### config.mk
export PLATFORM = sky130hd
export DESIGN_NAME = hs_stream_tx
export DESIGN_NICKNAME = d
export VERILOG_FILES = /design/src/rtl/hs_stream_tx.sv
export SDC_FILE = /design/constraint.sdc
export NUM_CORES = 1
export LEC_CHECK = 0
export BUFFER_PORTS_ARGS = -buffer_cell sky130_fd_sc_hd__buf_2
export CELL_PAD_IN_SITES_DETAIL_PLACEMENT = 1
export CELL_PAD_IN_SITES_GLOBAL_PLACEMENT = 1
export CORE_MARGIN = 2
export CORE_UTILIZATION = 26
export DETAILED_ROUTE_END_ITERATION = 7
export GPL_TIMING_DRIVEN = 0
export PLACE_DENSITY_LB_ADDON = 0.12
export SLEW_MARGIN = 25
export SYNTH_ARGS = -nofsm -noshare
export SYNTH_HDL_FRONTEND = slang
export SYNTH_SLANG_ARGS = --single-unit
### constraint.sdc
create_clock -name sys_clk -period 3.3 [get_ports sys_clk]
set_clock_uncertainty 0.15 [all_clocks]
set_input_delay 0.66 -clock sys_clk [delete_from_list [all_inputs] [get_ports sys_clk]]
set_output_delay 0.66 -clock sys_clk [all_outputs]
set_load 0.03 [all_outputs]
### src/rtl/hs_stream_tx.sv
// Valid/ready burst source: emits len beats of an incrementing pattern from seed,
// with optional idle gaps between beats, while obeying downstream backpressure.
module hs_stream_tx #(
  parameter int unsigned DATA_W = 3,
  parameter int unsigned LEN_W  = 8,
  parameter int unsigned GAP_W  = 4
) (
  input  logic              sys_clk,
  input  logic              sys_rst,
  input  logic              start,
  input  logic [LEN_W-1:0]  len,
  input  logic [DATA_W-1:0] seed,
  input  logic [GAP_W-1:0]  gap,
  input  logic              ready_down,
  output logic              valid_down,
  output logic [DATA_W-1:0] data_down,
  output logic              busy,
  output logic              done,
  output logic [15:0]       stall_cnt
);

  typedef enum logic [1:0] {
    ST_IDLE,
    ST_SEND,
    ST_GAP,
    ST_DONE
  } state_t;

  state_t            state_q,     state_d;
  logic [LEN_W-1:0]  beat_cnt_q,  beat_cnt_d;
  logic [GAP_W-1:0]  gap_lat_q,   gap_lat_d;
  logic [GAP_W-1:0]  gap_cnt_q,   gap_cnt_d;
  logic              valid_q,     valid_d;
  logic [DATA_W-1:0] data_q,      data_d;
  logic              busy_q,      busy_d;
  logic              done_q,      done_d;
  logic [15:0]       stall_cnt_q, stall_cnt_d;

  logic handshake;

  // Handshake uses only the registered valid, so valid never depends on ready combinationally.
  assign handshake = valid_q && ready_down;

  always_comb begin
    state_d     = state_q;
    beat_cnt_d  = beat_cnt_q;
    gap_lat_d   = gap_lat_q;
    gap_cnt_d   = gap_cnt_q;
    valid_d     = valid_q;
    data_d      = data_q;
    busy_d      = busy_q;
    done_d      = 1'b0;
    stall_cnt_d = stall_cnt_q;

    unique case (state_q)
      ST_IDLE: begin
        valid_d = 1'b0;
        busy_d  = 1'b0;
        if (start && (len != '0)) begin
          state_d     = ST_SEND;
          beat_cnt_d  = len;
          gap_lat_d   = gap;
          valid_d     = 1'b1;
          data_d      = seed;
          busy_d      = 1'b1;
          stall_cnt_d = '0;
        end
      end

      ST_SEND: begin
        if (handshake) begin
          beat_cnt_d = beat_cnt_q - LEN_W'(1);
          if (beat_cnt_q == LEN_W'(1)) begin
            state_d = ST_DONE;
            valid_d = 1'b0;
            done_d  = 1'b1;
          end else if (gap_lat_q == '0) begin
            data_d = data_q + DATA_W'(1);
          end else begin
            state_d   = ST_GAP;
            valid_d   = 1'b0;
            gap_cnt_d = gap_lat_q;
          end
        end else if (stall_cnt_q != '1) begin
          stall_cnt_d = stall_cnt_q + 16'd1;
        end
      end

      ST_GAP: begin
        if (gap_cnt_q == GAP_W'(1)) begin
          state_d = ST_SEND;
          valid_d = 1'b1;
          data_d  = data_q + DATA_W'(1);
        end else begin
          gap_cnt_d = gap_cnt_q - GAP_W'(1);
        end
      end

      ST_DONE: begin
        state_d = ST_IDLE;
        busy_d  = 1'b0;
      end

      default: begin
        state_d = ST_IDLE;
        valid_d = 1'b0;
        busy_d  = 1'b0;
      end
    endcase
  end

  always_ff @(posedge sys_clk) begin
    if (sys_rst) begin
      state_q     <= ST_IDLE;
      beat_cnt_q  <= '0;
      gap_lat_q   <= '0;
      gap_cnt_q   <= '0;
      valid_q     <= 1'b0;
      data_q      <= '0;
      busy_q      <= 1'b0;
      done_q      <= 1'b0;
      stall_cnt_q <= '0;
    end else begin
      state_q     <= state_d;
      beat_cnt_q  <= beat_cnt_d;
      gap_lat_q   <= gap_lat_d;
      gap_cnt_q   <= gap_cnt_d;
      valid_q     <= valid_d;
      data_q      <= data_d;
      busy_q      <= busy_d;
      done_q      <= done_d;
      stall_cnt_q <= stall_cnt_d;
    end
  end

  assign valid_down = valid_q;
  assign data_down  = data_q;
  assign busy       = busy_q;
  assign done       = done_q;
  assign stall_cnt  = stall_cnt_q;

endmodule

==> run summary <==
status: completed
Leak Pwr: 1.095 nW
Worst EP required: 3.37 ns
slew margin rel.: 0.4730
post-layout util: 0.3185
Post-Syn Nets: 353
Post-synth EDFFs: 0
DRT Wirelength: 8219 µm
DRC viols: 0
die footprint: 0.01031 mm²
CTS resizes: 0
I/O Buffers: 40
Seq. cell area: 800.8 µm²
Vias: 2624
total negative slack: 0 ns
warnings from Yosys: 0
critical path's slowest cell: nor4_1
pwr/cell area: 798.5 mW/mm²
filler cell count in the final layout: 1174
final worst slack: 0.6582 ns
share of layout cells above drive strength 1: 0.1640
Final min period: 2.642 ns
pin count of the biggest net entering global routing: 13
Critical Path Source Type: input port
Starting Density: 0.2677
cell area after technology mapping: 0.002474 mm²
HP Class: register to register
die width: 101.5 µm
reg2reg start: state_q[1]
GRT overflow: 0
vias in the first global route: 2643
global-route wire length before repair: 13770 µm
clock slew at reported path FFs: 0.08 ns
Final Hold Vio Count: 0
CTS Buf Count: 5
Worst IR Drop VDD: 0.3190 mV
All-Layer GR Usage: 0.1684
kind of critical path: input port to register
total core area: 0.009240 mm²
RSZ-0062 raised after global routing: false
non-filler cells, final: 501
area of the multi-input gates: 0.001559 mm²
CTS tree: yes
Critical Path Sink Type: register
ys flop type: dfxtp_1
period utilisation layout: 0.8006
Place WS: 0.3195 ns
Final HPWL DP: 6238 µm
sequential element share of the synthesized area: 0.3237
crit-path cells: buf_2, nor4_1, a21oi_2, nor2_1, buf_2, a32oi_1, o22ai_1
Pre-antenna DRT Iters: 4
worst slew pin tran: 0.7796 ns
CTS Root Cell: clkbuf_8
Synth Instances: 324
gpl congestion: 0.7743
CP peak stage delay: 0.60 ns
initial DRC count: 67
# hold bufs at CTS: 0
Post-synth ARST share: 0
Max Freq: 378.5 MHz
Avg WL per Cell: 16.41 µm
Nets: 400
area grow syn2layout: 18.97%
postcts setup bufs: 0
Hold Crit Start: beat_cnt_q[6]
n_diodes: 0
Setup violations, final: 0
max_cap viols: 0
flops & latches, synth: 40
crit path max fanout: 10
initial antenna violation count: 0
Rows: 35
Slew Viols, Final: 0
Longest Clk Path Bufs: 2
most frequent CP cell: buf_2
drt via density: 5.238
H-tree levels: 2
placed instance count: 493
Mean Syn Cell Area: 7.635 µm²
clock sink count: 40
worst setup path start: len[2]
Worst EP arrival: 2.71 ns
Antenna Nets Post-Route: 0
post-synth cell types: 51
die height: 101.5 µm
clk_lat worst skew: 0.30 ns
IO Count: 41
==> synthesized netlist by cell type (all sizes together), types with 3 or more instances <==
master	instances	area (µm²)
o22ai	6	37.54
a21oi	27	138.9
nor2	26	97.59
nor2b	3	18.77
inv	12	45.04
nand4	8	50.05
o211ai	3	22.52
clkbuf	12	45.04
dfxtp	40	800.8
or4	9	71.32
o21ai	12	60.06
nor4	7	50.05
ha	10	125.1
nor3	10	50.05
buf	4	20.02
or2	4	25.02
nand2b	4	25.02
a211oi	9	72.57
or3	4	25.02
nand3	25	125.1
mux2i	4	40.04
a31oi	11	68.82
nand2	38	142.6
a211o	3	26.28
nor3b	3	22.52
==> layer usage <==
layer  GRT usage  routed length (µm)  vias to the layer above
li1            -                   -                     1303
met1      0.2146                3860                     1276
met2      0.3006                4045                       39
met3     0.02692                 243                        6
met4     0.03119                  70                        0
met5           0                   0                        -
==> kinds of logic (layout without fill, tap and decap cells) <==
| group | count (synthesis) | in the layout | share of synthesized area |
|---|---|---|---|
| AO/OA/AOI/OAI | 88 | 88 | 0.2403 |
| XOR/XNOR | 1 | 1 | 0.003541 |
| adder cells (fa/ha/maj) | 10 | 10 | 0.05058 |
| multiplexers | 4 | 4 | 0.01619 |
| flip-flops | 40 | 40 | 0.3237 |
| AND/OR/NAND/NOR | 152 | 152 | 0.3197 |
| buffers and inverters | 29 | 77 | 0.04603 |
==> critical path, delay by kind of cell <==
family | cells | cell delay, ns
AOI/OAI and AO/OA | 3 | 0.60
and+or+nand+nor | 2 | 1.02
buffers and inverters | 2 | 0.43
==> power breakdown <==
group / leakage [nW] / internal, mW / switching (mW) / total [mW]
Sequential: 0.326 / 0.582 / 0.0975 / 0.679
Clock: 0.0552 / 0.225 / 0.188 / 0.413
Combinational: 0.714 / 0.422 / 0.835 / 1.26
==> final cells by class <==
class	instances	area share
buffer	16	0.02211
clock buffer	6	0.02466
clock inverter	2	0.01190
inverter	13	0.01658
multi-input combinational	255	0.5298
sequential	40	0.2721
tap	129	0.05485
timing repair buffer	40	0.06803
==> sequential cells by signal (all words and copies together), names as in the netlist <==
register / cells
stall_cnt: 16
beat_cnt_q: 8
gap_cnt_q: 4
gap_lat_q: 4
data_down: 3
state_q: 2
busy: 1
done: 1
valid_down: 1
==> metrics by stage <==
| stage | total power [mW] | hold slack, ns | cell area, µm² |
|---|---|---|---|
| 2_1_floorplan | 1.589 | 0.2909 | 2474 |
| 3_3_place_gp | 1.934 | 0.3124 | 2835 |
| 3_5_place_dp | 1.963 | 0.3212 | 2835 |
| 4_1_cts | 2.391 | 0.3336 | 2943 |
| 5_1_grt | 2.570 | 0.3593 | 2943 |
| 6_report | 2.350 | 0.3332 | 2943 |
==> path summary, 6_finish.rpt <==
| check | end | depth (start not counted) | slack (ns) |
|---|---|---|---|
| setup / recovery | beat_cnt_q[3] | 7 | 0.66 |
| hold / removal | beat_cnt_q[6] | 2 | 0.33 |
| setup reg to reg | stall_cnt[7] | 8 | 0.70 |
| hold reg to reg | beat_cnt_q[6] | 2 | 0.33 |
==> placed cells by master, fill, tap and decap left out, drive strengths merged, types with 6 or more instances in the layout <==
cell type   n
clkbuf     18
dfxtp      40
nor4        7
o21ai      12
nor3       10
inv        12
nand4       8
ha         10
nor2       26
a21oi      27
nand3      25
a31oi      11
buf        44
o22ai       6
nand2      38
or4         9
a211oi      9
No activity file was read; power rests on OpenSTA's default activity.
